==> config.mk <==
export PLATFORM = sky130hd
export DESIGN_NAME = cci_mpf_shim_unpack_wrrsp_from_fiu
export DESIGN_NICKNAME = d
export VERILOG_FILES = /design/src/rtl/cci_mpf_shim_unpack_wrrsp_from_fiu.sv
export SDC_FILE = /design/constraint.sdc
export NUM_CORES = 1
export LEC_CHECK = 0
export CORE_ASPECT_RATIO = 0.8
export CORE_MARGIN = 8
export CORE_UTILIZATION = 56
export CTS_CLUSTER_DIAMETER = 30
export CTS_CLUSTER_SIZE = 24
export DETAILED_ROUTE_END_ITERATION = 10
export GPL_TIMING_DRIVEN = 0
export PLACE_DENSITY = 0.79
export REMOVE_ABC_BUFFERS = 1
export SLEW_MARGIN = 20
export SYNTH_ARGS = -nofsm -noshare
export SYNTH_HDL_FRONTEND = slang
export SYNTH_SLANG_ARGS = --single-unit
==> constraint.sdc <==
create_clock -name clk -period 4.9 [get_ports clk]
set_clock_uncertainty 0.2 [all_clocks]
set_input_delay 1.47 -clock clk [delete_from_list [all_inputs] [get_ports clk]]
set_output_delay 1.47 -clock clk [all_outputs]
set_load 0.02 [all_outputs]
==> src/rtl/cci_mpf_shim_unpack_wrrsp_from_fiu.sv <==
// rtl/cci_mpf_shim_unpack_wrrsp_from_fiu.sv - expands packed FIU write responses into single-line responses
//
// Purpose: c1Rx write responses from the FIU are written into a response FIFO.
// An expander then turns each entry into one response per line, so downstream
// logic never sees a packed response. FIU responses cannot be back-pressured,
// so the FIFO almost-full is folded into the AFU-facing c1Tx almost-full.
//
// Ports:
//   clk, reset                      clock, asynchronous active-high reset
//   fiu_c1Rx_valid/mdata/format/cl_num  write response from the FIU
//   fiu_c1TxAlmFull                 FIU request-channel almost-full
//   afu_c1Rx_valid/mdata/format/cl_num  canonical single-line response (registered)
//   afu_c1TxAlmFull                 fiu_c1TxAlmFull | FIFO almost-full
//   err_overflow                    sticky: a response was dropped on a full FIFO
module cci_mpf_shim_unpack_wrrsp_from_fiu #(
  parameter int MDATA_W         = 16,
  parameter int FIFO_DEPTH      = 32,
  parameter int ALM_FULL_THRESH = 8
) (
  input  logic               clk,
  input  logic               reset,
  input  logic               fiu_c1Rx_valid,
  input  logic [MDATA_W-1:0] fiu_c1Rx_mdata,
  input  logic               fiu_c1Rx_format,
  input  logic [1:0]         fiu_c1Rx_cl_num,
  input  logic               fiu_c1TxAlmFull,
  output logic               afu_c1Rx_valid,
  output logic [MDATA_W-1:0] afu_c1Rx_mdata,
  output logic               afu_c1Rx_format,
  output logic [1:0]         afu_c1Rx_cl_num,
  output logic               afu_c1TxAlmFull,
  output logic               err_overflow
);

  localparam int PTR_W = $clog2(FIFO_DEPTH);
  localparam int ENT_W = MDATA_W + 3;
  localparam logic [PTR_W:0]   OCC_FULL = (PTR_W+1)'(FIFO_DEPTH);
  localparam logic [PTR_W:0]   OCC_ALM  = (PTR_W+1)'(FIFO_DEPTH - ALM_FULL_THRESH);
  localparam logic [PTR_W:0]   OCC_ONE  = (PTR_W+1)'(1);
  localparam logic [PTR_W-1:0] PTR_ONE  = PTR_W'(1);

  typedef enum logic {
    IDLE   = 1'b0,
    EXPAND = 1'b1
  } state_t;

  // Response FIFO storage; entry = {mdata, format, cl_num}
  logic [ENT_W-1:0] mem [FIFO_DEPTH];
  logic [PTR_W-1:0] wr_ptr;
  logic [PTR_W-1:0] rd_ptr;
  logic [PTR_W:0]   occ;

  logic             empty;
  logic             full;
  logic             push_ok;
  logic             pop;

  state_t           state;
  logic [1:0]       idx;

  logic [ENT_W-1:0]   head;
  logic [MDATA_W-1:0] head_mdata;
  logic               head_format;
  logic [1:0]         head_cl_num;
  logic [1:0]         last;
  logic [1:0]         out_idx;

  assign empty = (occ == '0);
  assign full  = (occ == OCC_FULL);

  assign head        = mem[rd_ptr];
  assign head_mdata  = head[ENT_W-1:3];
  assign head_format = head[2];
  assign head_cl_num = head[1:0];

  // A packed entry covers lines 0..cl_num; an unpacked one is a single beat
  // that keeps its own line index.
  assign last    = head_format ? head_cl_num : 2'd0;
  assign out_idx = head_format ? idx : head_cl_num;

  // The head leaves the FIFO on the cycle its final beat is emitted, so the
  // next entry starts on the following cycle without a bubble.
  always_comb begin
    pop = 1'b0;
    if (!empty) begin
      if (state == IDLE)
        pop = (last == 2'd0);
      else
        pop = (idx == last);
    end
  end

  // A full FIFO can still accept when the head pops in the same cycle.
  assign push_ok = fiu_c1Rx_valid && (!full || pop);

  assign afu_c1TxAlmFull = fiu_c1TxAlmFull || (occ >= OCC_ALM);

  always_ff @(posedge clk) begin
    if (push_ok)
      mem[wr_ptr] <= {fiu_c1Rx_mdata, fiu_c1Rx_format, fiu_c1Rx_cl_num};
  end

  always_ff @(posedge clk or posedge reset) begin
    if (reset) begin
      wr_ptr <= '0;
      rd_ptr <= '0;
      occ    <= '0;
    end else begin
      if (push_ok)
        wr_ptr <= wr_ptr + PTR_ONE;
      if (pop)
        rd_ptr <= rd_ptr + PTR_ONE;
      case ({push_ok, pop})
        2'b10:   occ <= occ + OCC_ONE;
        2'b01:   occ <= occ - OCC_ONE;
        default: occ <= occ;
      endcase
    end
  end

  // Expander FSM with registered beat outputs.
  always_ff @(posedge clk or posedge reset) begin
    if (reset) begin
      state           <= IDLE;
      idx             <= 2'd0;
      afu_c1Rx_valid  <= 1'b0;
      afu_c1Rx_mdata  <= '0;
      afu_c1Rx_format <= 1'b0;
      afu_c1Rx_cl_num <= 2'd0;
      err_overflow    <= 1'b0;
    end else begin
      afu_c1Rx_valid  <= !empty;
      afu_c1Rx_format <= 1'b0;
      if (!empty) begin
        afu_c1Rx_mdata  <= head_mdata;
        afu_c1Rx_cl_num <= out_idx;
      end

      if (fiu_c1Rx_valid && !push_ok)
        err_overflow <= 1'b1;

      case (state)
        IDLE: begin
          if (!empty && (last != 2'd0)) begin
            idx   <= 2'd1;
            state <= EXPAND;
          end
        end
        EXPAND: begin
          if (idx == last) begin
            idx   <= 2'd0;
            state <= IDLE;
          end else begin
            idx <= idx + 2'd1;
          end
        end
        default: begin
          idx   <= 2'd0;
          state <= IDLE;
        end
      endcase
    end
  end

endmodule

==> flow_summary.yaml, run 1 <==
status:
  status: "finished, violations left"
  violations: "setup timing"
floorplan:
  dieHeight_um: 206
  die_w_um: 254
  core_um2: 44500
  design.die.area_um2: 52400
  io_pins: 45
  num_rows: 69
  initial_core_util_pct: 56.9
drt:
  viasPerCell: 6.67
  wire_per_inst_um: 34.1
  drt-initial-drc-count: 1735
  vias: 13500
  dr_wl_met3_um: 6520
  drc: 0
  drtPass1Iterations: 6
  wl_met1_um: 22800
  postRouteAntennaNets: 0
  top_layer: "met4"
  wl_met2_um: 36300
  wirelength_um: 68800
hold_path:
  hp-class: "flip-flop to flip-flop"
  hp-start: "err_overflow"
  whs_path_depth: 1
  min_to: "err_overflow"
synthesis:
  postSynthAreaPerCell_um2: 22.4
  synth_most_common_cell: "edfxtp_1"
  ys_seq_area_share_pct: 75.9
  ys.flop_type: "edfxtp_1"
  synth.distinct_cells: 55
  yosys.area.top_type: "edfxtp_1"
  synth-seq-cells: 647
  synth_top_family_by_area: "multiplexers"
  netlist_instances: 1130
  synthMuxAreaShare_pct: 17.1
  yosys.area_share.simple_pct: 2.72
  synth_top_area_share_pct: 72.0
  ys_warn_count: 0
  synth_compound_area_share_pct: 1.99
  yosys.area_share.adder_pct: 0.573
  synth_commonest_cells: "edfxtp_1, mux4_2, dfrtp_1"
  synth_edf_count: 608
  synth_area_leaders: "edfxtp_1, mux4_2, dfrtp_1"
  async_reset_ff_share_pct: 6.03
  synth_xor_area_share_pct: 0.346
  netlist_area_um2: 25300
finish:
  fin_nets: 1366
  drive_above_1_share_pct: 36.8
  area.growth.synth_to_final_pct: 23.6
  fillerInstances: 2440
  final_cells: 2018
  diodes: 0
grt:
  antenna_found_initial: 0
  grt_pass1_wl_um: 99300
  grt.overflow.total: 0
  grt.total_usage_pct: 26.8
  grt_start_max_net_pins: 52
  grt_pass1_vias: 14200
timing:
  hold_slack_ns: 0.264
  min_period_ns: 4.99
  fin_crit_sh_pct: 102
  fin_ws_ns: -0.0859
  relSlewSlack_pct: 27.3
  worst_pin_slew_ns: 1.09
  hold_viol_final: 0
  rsz0062_at_grt: "true"
  slew_violations: 0
  max_clock_freq_mhz: 201
  fin_setup_tns_ns: -0.0859
  setup_violations: 1
clock_network:
  cts_buffers: 100
  cts_sinks: 647
  cts.clk_slew.worst_paths_ns: 0.05
  clkLatencyLatePin_ns: 0.63
  clock-root-buffer: "clkbuf_16"
  cts_tree: "yes"
  htreeDepth: 3
  clockBufferDepth: 3
setup_path:
  start_kind: "flip-flop"
  crit_chain: "buf_6, mux4_2, a22o_1, a211o_1, and2_2, a41oi_4, nand3_4, nor2_4, o21ai_0, ha_2, ha_1, a21o_1, a21oi_2, o21bai_1, a21oi_1, xor2_1, nor2_2, xor2_1"
  arrival_ns: 5.29
  critical_path.most_common_cell: "xor2_1"
  worstPathRequired_ns: 5.21
  r2r_cells: 18
  critPathMaxFanout: 7
  endpoint_kind: "flip-flop"
  worstSetupPathType: "flip-flop to flip-flop"
  timing.rr.end: "occ[5]"
  slowest_stage: "mux4_2"
  r2r-start: "rd_ptr[0]"
  rrSetupSlack_ns: -0.09
  critPathMaxStageDelay_ns: 0.56
power_and_ir_drop:
  power.density_nw_per_um2: 646
  peakVddDrop_v: 0.000451
  p_leak_nw: 10.4
placement:
  port_buffers: 43
  place_congestion: 0.763
  dp.cells: 1818
  dp.final_hpwl_um: 38400
flow_run:
  cap_violations: 0
## cells in the final DEF, fill, tap and decap left out, types with 12 or more instances in the layout
cell / netlist / final
buf_2: 18 / 13
buf_4: 3 / 42
buf_6: 7 / 31
buf_8: 0 / 18
bufinv_16: 0 / 12
clkbuf_16: 0 / 103
clkdlybuf4s50_1: 0 / 41
clkinv_2: 0 / 14
dfrtp_1: 39 / 34
edfxtp_1: 608 / 608
mux2i_1: 30 / 30
mux4_2: 178 / 178
nand2_1: 32 / 32
nand3_1: 13 / 12
nor3b_4: 0 / 14
o21ai_0: 23 / 23
## power by group
part / internal [mW] / switching [mW] / total, mW
clock network: 4.57 / 2.66 / 7.23
logic: 2.87 / 3.20 / 6.07
registers: 6.55 / 0.391 / 6.94
total: 14.0 / 6.24 / 20.2
## cells by family after synthesis
| family | count (synthesis) |
|---|---|
| adder cells (fa/ha/maj) | 11 |
| other | 1 |
| flip-flops | 647 |
| buffers and inverters | 69 |
| multiplexers | 210 |
| AO/OA/AOI/OAI | 72 |
| XOR/XNOR | 10 |
| AND/OR/NAND/NOR | 110 |
## metrics by stage
stage	power (mW)	utilization [%]	setup WS (ns)	cell area [µm²]
2_1_floorplan	10.8	-	-5.70	25000
5_1_grt	20.8	70.3	-0.184	31300
3_5_place_dp	12.3	62.0	-0.492	27600
3_3_place_gp	11.8	58.8	-11.12	26200
4_1_cts	20.1	70.2	0.00144	31300
6_report	20.2	70.3	-0.0859	31300
## sequential cells by signal (all words and copies together), names as in the netlist, 2 cells and up
register	cells
wr_ptr	5
afu_c1Rx_mdata	16
afu_c1Rx_cl_num	2
idx	2
rd_ptr	5
occ	6
mem	608
## layer usage
| layer | vias up | global-route usage [%] |
|---|---|---|
| li1 | 5225 | - |
| met1 | 7029 | 31.2 |
| met2 | 954 | 47.3 |
| met3 | 251 | 6.74 |
| met4 | 0 | 11.6 |
| met5 | - | 0 |
## worst max-delay path: cells and delay by family, from the launching register on
family                   cells  cell delay (ns)
AND/OR/NAND/NOR              4             0.67
multiplexers                 1             0.56
flip-flops                   1             0.50
XOR/XNOR                     2             0.45
adder cells (fa/ha/maj)      2             0.55
buffers and inverters        1             0.21
AO/OA/AOI/OAI                8             1.72
## worst max path at each step
stage,startpoint,to,slack [ns],depth (start not counted)
3_3_place_gp,rd_ptr[0],mem[13][16],-11.12,8
5_1_grt,rd_ptr[1],occ[5],-0.18,18
4_1_cts,rd_ptr[0],occ[5],0.001,18
6_report,rd_ptr[0],occ[5],-0.09,18
2_1_floorplan,rd_ptr[0],mem[12][0],-5.70,8
3_5_place_dp,rd_ptr[0],occ[5],-0.49,18
## area by class of cell
cell class	instances	area [µm²]	area share, %
Clock inverter	72	811	2.59
Inverter	8	30.0	0.0959
Clock buffer	113	2660	8.48
Sequential cell	647	19200	61.5
Timing Repair Buffer	161	1810	5.78
Tap cell	603	754	2.41
Multi-Input combinational cell	414	6000	19.2
## what timing repair did
item	in CTS	in global routing
buffers inserted	12	2
gates cloned	1	0
pin swaps	1	3
endpoints found under the setup margin	133	10
hold buffers	0	0
resized for setup	5	7
(Power assumes the default switching activity.)
==> inputs of run 2 (changes only) <==
CORE_UTILIZATION = 60   (was 56)
PLACE_DENSITY = 0.8   (was 0.79)
clock period = 5.5 ns   (was 4.9 ns; I/O delays follow)
==> run 2 against run 1 <==
- the flow now finishes without violations
- first-iteration DRC count shrank 7.1%
- combinational power down 17%
- total power fell by 14%
- worst setup slack gained 0.24 ns
- largest power group is now registers
- design area decreased by 1.7%
- highest routed layer unchanged
- routed wire length decreased by 2.2%
- critical endpoint unchanged
- via count decreased by 0.80%
- hold slack improved by 0.021 ns
- utilization increased by 3.5 points
- count of clock-buffer cells in the layout is 11 lower
- critical path type unchanged
==> flow_summary.yaml, run 2 (same netlist as run 1, synthesis figures left out) <==
status:
  status: "finished, final reports clean"
drt:
  postRouteAntennaNets: 0
  drt-initial-drc-count: 1612
  wire_per_inst_um: 34.6
  drc: 0
  vias: 13400
  wirelength_um: 67300
  viasPerCell: 6.86
  drtPass1Iterations: 5
clock_network:
  htreeDepth: 3
  cts_buffers: 99
  clockBufferDepth: 3
  cts_tree: "yes"
  post_cts_buffers: 1
  clkLatencyLatePin_ns: 0.64
  cts_sinks: 647
  cts.clk_slew.worst_paths_ns: 0.06
  cts_hold_buf: 0
  ctsResizeCount: 0
  clock-root-buffer: "clkbuf_16"
grt:
  grt_pass1_vias: 14100
  grt_start_max_net_pins: 42
  antenna_found_initial: 1
  grt.overflow.total: 0
  grt_pass1_wl_um: 97500
  grt.total_usage_pct: 28.0
timing:
  min_period_ns: 5.34
  max_clock_freq_mhz: 187
  slew_violations: 0
  fin_ws_ns: 0.156
  hold_slack_ns: 0.285
  relSlewSlack_pct: 20.2
  hold_viol_final: 0
  fin_setup_tns_ns: 0
  rsz0062_at_grt: "false"
  worst_pin_slew_ns: 1.19
  fin_crit_sh_pct: 97.2
  setup_violations: 0
floorplan:
  dieHeight_um: 200
  initial_core_util_pct: 60.7
  core_um2: 41700
  num_rows: 67
  die_w_um: 246
  io_pins: 45
  design.die.area_um2: 49100
finish:
  final_cell_mix: "edfxtp_1, mux4_2, clkbuf_16"
  largest_registers: "mem (608), afu_c1Rx_mdata (16), occ (6)"
  finish.utilization_pct: 73.8
  area.growth.synth_to_final_pct: 21.5
  largest_reg_flops: 608
  fin_nets: 1343
  final_cells: 1946
  drive_above_1_share_pct: 36.3
  regMostFlops: "mem"
  layout_commonest_cell: "edfxtp_1"
flow_run:
  cap_violations: 0
placement:
  dp.final_hpwl_um: 36600
  port_buffers: 43
  dp_slack_ns: 0.130
  dp.cells: 1756
  place_congestion: 0.757
power_and_ir_drop:
  p_leak_nw: 10.1
  power.density_nw_per_um2: 567
  peakVddDrop_v: 0.000400
hold_path:
  hp-class: "flip-flop to flip-flop"
setup_path:
  critPathMaxFanout: 38
  worstPathRequired_ns: 5.82
  arrival_ns: 5.67
  start_kind: "flip-flop"
  endpoint_kind: "flip-flop"
  worstSetupPathType: "flip-flop to flip-flop"
run 2: cell count changes in the layout (fill, tap and decap cells not counted), sizes merged:
cell           change
bufinv             -4
clkinvlp          +13
bufbuf             -1
clkinv             -4
clkdlybuf4s50      -3
diode              +1
buf               -18
inv                +6
clkbuf            -11
run 2: path summary, 6_finish.rpt:
check | startpoint | end | slack, ns | depth (start not counted)
max | rd_ptr[0] | occ[5] | 0.16 | 18
min | err_overflow | err_overflow | 0.29 | 1
max reg2reg | rd_ptr[0] | occ[5] | 0.16 | 18
min reg2reg | err_overflow | err_overflow | 0.29 | 1
max in group asynchronous | reset | rd_ptr[1] | 3.38 | 3
min in group asynchronous | reset | afu_c1Rx_mdata[10] | 1.21 | 2
run 2: final cells by class:
class / instances / area [µm²]
Antenna cell: 1 / 2.50
Clock buffer: 102 / 2490
Clock inverter: 83 / 822
Fill cell: 2115 / 11000
Inverter: 8 / 30.0
Multi-Input combinational cell: 414 / 5940
Sequential cell: 647 / 19200
Tap cell: 552 / 691
Timing Repair Buffer: 139 / 1560
run 2: per-layer routing:
layer / up-vias / wire length (µm) / GRT usage (%)
met3: 250 / 6560 / 7.25
met1: 6879 / 23000 / 33.6
met5: - / 0 / 0
met4: 0 / 3790 / 14.6
li1: 5192 / - / -
met2: 1030 / 34000 / 47.1
run 2: critical path, cell delays in order (launching register included):
cell and delay [ns]:
dfrtp_4 0.46, buf_16 0.27, mux4_2 0.57, a22o_1 0.27, a211o_1 0.30, and2_1 0.22, o21ai_1 0.30, o21ai_1 0.25
nor2_4 0.29, o21ai_0 0.17, ha_1 0.36, ha_1 0.31, a21o_1 0.19, a21oi_1 0.35, o21bai_1 0.13, a21oi_1 0.20
xor2_1 0.16, nor2_1 0.06, xor2_1 0.15
run 2: power by group:
part | internal (mW) | total (mW) | switching [mW] | leakage [nW]
combinational | 2.37 | 5.04 | 2.67 | 2.61
sequential | 5.83 | 6.25 | 0.418 | 5.93
clock | 3.75 | 6.17 | 2.42 | 1.57
run 2: metrics by stage:
stage                     total power, mW  cell area, µm²
after global placement               10.8           26100
final                                17.5           30800
after global routing                 17.9           30800
after floorplan                      9.74           25000
after detailed placement             11.0           27500
after CTS                            17.4           30800
==> inputs of run 3 (changes only) <==
PLACE_DENSITY = 0.83   (was 0.8)
==> run 3 against run 2 <==
- critical path depth is the same
- clock power is 1% lower
- utilization is 0.090 points higher
- non-clock buffer count increased by 9
- hold slack improved by 0.0073 ns
- final cell count about the same
- global-route usage rose by 0.22 points
- sequential share of layout area shrank 0.076 points
- flip-flop and latch count unchanged
- count of clock-buffer cells in the layout grew 8
- combinational power is 4% higher
- via count grew 1.7%
- highest routed layer unchanged
==> flow_summary.yaml, run 3 (same netlist as run 1, synthesis figures left out) <==
power_and_ir_drop:
  p_leak_nw: 10.1
  power_frac_comb_pct: 29.8
  clockPowerShare_pct: 34.8
  power.density_nw_per_um2: 569
  pwr-share-seq_pct: 35.5
  power.internal_mw: 11.9
  peakVddDrop_v: 0.000440
  p_total_mw: 17.5
  switching_power_mw: 5.61
  p_sw_share_pct: 32.0
grt:
  grt_start_max_net_pins: 54
  antenna_found_initial: 0
  grt.total_usage_pct: 28.2
  grt_pass1_vias: 14100
  grt_pass1_wl_um: 98700
  grt.overflow.total: 0
setup_path:
  worstSetupPathType: "flip-flop to flip-flop"
  worstPathRequired_ns: 5.81
  start_kind: "flip-flop"
  arrival_ns: 5.65
  critPathMaxFanout: 29
  endpoint_kind: "flip-flop"
timing:
  relSlewSlack_pct: 24.0
  rsz0062_at_grt: "false"
  min_period_ns: 5.34
  slew_violations: 0
  max_clock_freq_mhz: 187
  setup_violations: 0
  hold_slack_ns: 0.293
  fin_ws_ns: 0.162
  hold_viol_final: 0
  fin_crit_sh_pct: 97.1
  worst_pin_slew_ns: 1.14
clock_network:
  clock-root-buffer: "clkbuf_16"
  clockBufferDepth: 3
  cts_buffers: 95
  clkLatencyLatePin_ns: 0.64
  cts_tree: "yes"
  cts_hold_buf: 0
  cts_sinks: 647
  htreeDepth: 3
  cts.clk_slew.worst_paths_ns: 0.06
placement:
  place_congestion: 0.749
  dp.final_hpwl_um: 39300
  placed_area_um2: 27500
  dp_slack_ns: -0.219
  port_buffers: 43
finish:
  final_cell_mix: "edfxtp_1, mux4_2, clkbuf_16"
  stdcell_area_um2: 30800
  layout_commonest_cell: "edfxtp_1"
  fillerInstances: 2079
  diodes: 0
  area.growth.synth_to_final_pct: 21.6
  regMostFlops: "mem"
  multi_input_area_um2: 5950
  largest_registers: "mem (608), afu_c1Rx_mdata (16), occ (6)"
  largest_reg_flops: 608
  drive_above_1_share_pct: 35.5
  fin_nets: 1348
  seq_area_um2: 19200
drt:
  wirelength_um: 71500
  drt-initial-drc-count: 2027
  drc: 0
  drtPass1Iterations: 5
  postRouteAntennaNets: 0
  vias: 13600
  viasPerCell: 6.97
  wire_per_inst_um: 36.7
floorplan:
  core_um2: 41700
  num_rows: 67
  io_pins: 45
  die_w_um: 246
  design.die.area_um2: 49100
  initial_core_util_pct: 60.7
  dieHeight_um: 200
hold_path:
  hp-class: "flip-flop to flip-flop"
status:
  status: "finished, final reports clean"
flow_run:
  cap_violations: 0
-- run 3: cell types whose count changed in the layout (fill, tap and decap cells not counted), moves of 4 or more --
cell             change
clkdlybuf4s50_1      +4
clkinvlp_4          -11
buf_4                +9
clkbuf_16            +4
clkbuf_1             +6
inv_8                +4
buf_6               -11
buf_8               +12
clkinv_2             -7
buf_2                -5
-- run 3: area by class of cell --
class	count	area share (%)
Clock buffer	110	8.31
Sequential cell	647	62.4
Multi-Input combinational cell	414	19.3
Timing Repair Buffer	148	5.48
Inverter	8	0.0974
Clock inverter	68	2.14
Tap cell	552	2.24
-- run 3: power by group through the flow --
stage	clock [mW]	combinational, mW	sequential [mW]
6_report	6.10	5.23	6.22
5_1_grt	6.31	5.42	6.24
4_1_cts	6.10	4.89	6.26
3_5_place_dp	0	4.56	6.39
3_3_place_gp	0	3.90	6.82
2_1_floorplan	0	3.09	6.65
-- run 3: stage by stage --
stage | TNS [ns] | cells | utilization, %
after floorplan | -2738.34 | 1069 | -
after global placement | -5303.00 | 1664 | 62.6
after detailed placement | -0.825 | 1760 | 65.8
after CTS | 0 | 1940 | 73.6
after global routing | 0 | 1947 | 73.8
final | 0 | 1947 | 73.8
-- run 3: worst max-delay path, stage by stage (launching register included) --
cell and delay [ns]:
dfrtp_4 0.63, buf_12 0.28, nor2b_1 0.56, a22oi_1 0.24, nand4b_1 0.22, and2_1 0.30
o21ai_1 0.24, o21ai_2 0.33, nor2_4 0.13, o21ai_0 0.21, ha_1 0.38, ha_1 0.30
a21o_1 0.18, a21oi_1 0.26, o21bai_1 0.11, a21oi_1 0.20, xor2_1 0.19, nor2_1 0.08
xor2_1 0.16
-- run 3: what timing repair did --
| action | CTS | global route |
|---|---|---|
| gates resized for setup | 0 | 1 |
| gates cloned | 0 | 1 |
| pin swaps | 0 | 1 |
| setup buffers | 2 | 6 |
| endpoints found under the setup margin | 31 | 6 |
-- run 3: final timing paths --
kind / to / slack (ns) / cells past startpoint / startpoint
max: occ[5] / 0.16 / 18 / rd_ptr[3]
min: afu_c1Rx_mdata[8] / 0.29 / 2 / afu_c1Rx_mdata[8]
max reg2reg: occ[5] / 0.16 / 18 / rd_ptr[3]
min reg2reg: afu_c1Rx_mdata[8] / 0.29 / 2 / afu_c1Rx_mdata[8]
max in group asynchronous: rd_ptr[3] / 3.39 / 3 / reset
min in group asynchronous: afu_c1Rx_cl_num[0] / 1.17 / 2 / reset
-- run 3: routing by layer --
layer | vias to the layer above | wire length [µm] | global-route usage, %
li1 | 5176 | - | -
met1 | 6993 | 23300 | 34.3
met2 | 1131 | 36300 | 48.5
met3 | 272 | 7890 | 5.94
met4 | 0 | 4010 | 13.6
met5 | - | 0 | 0
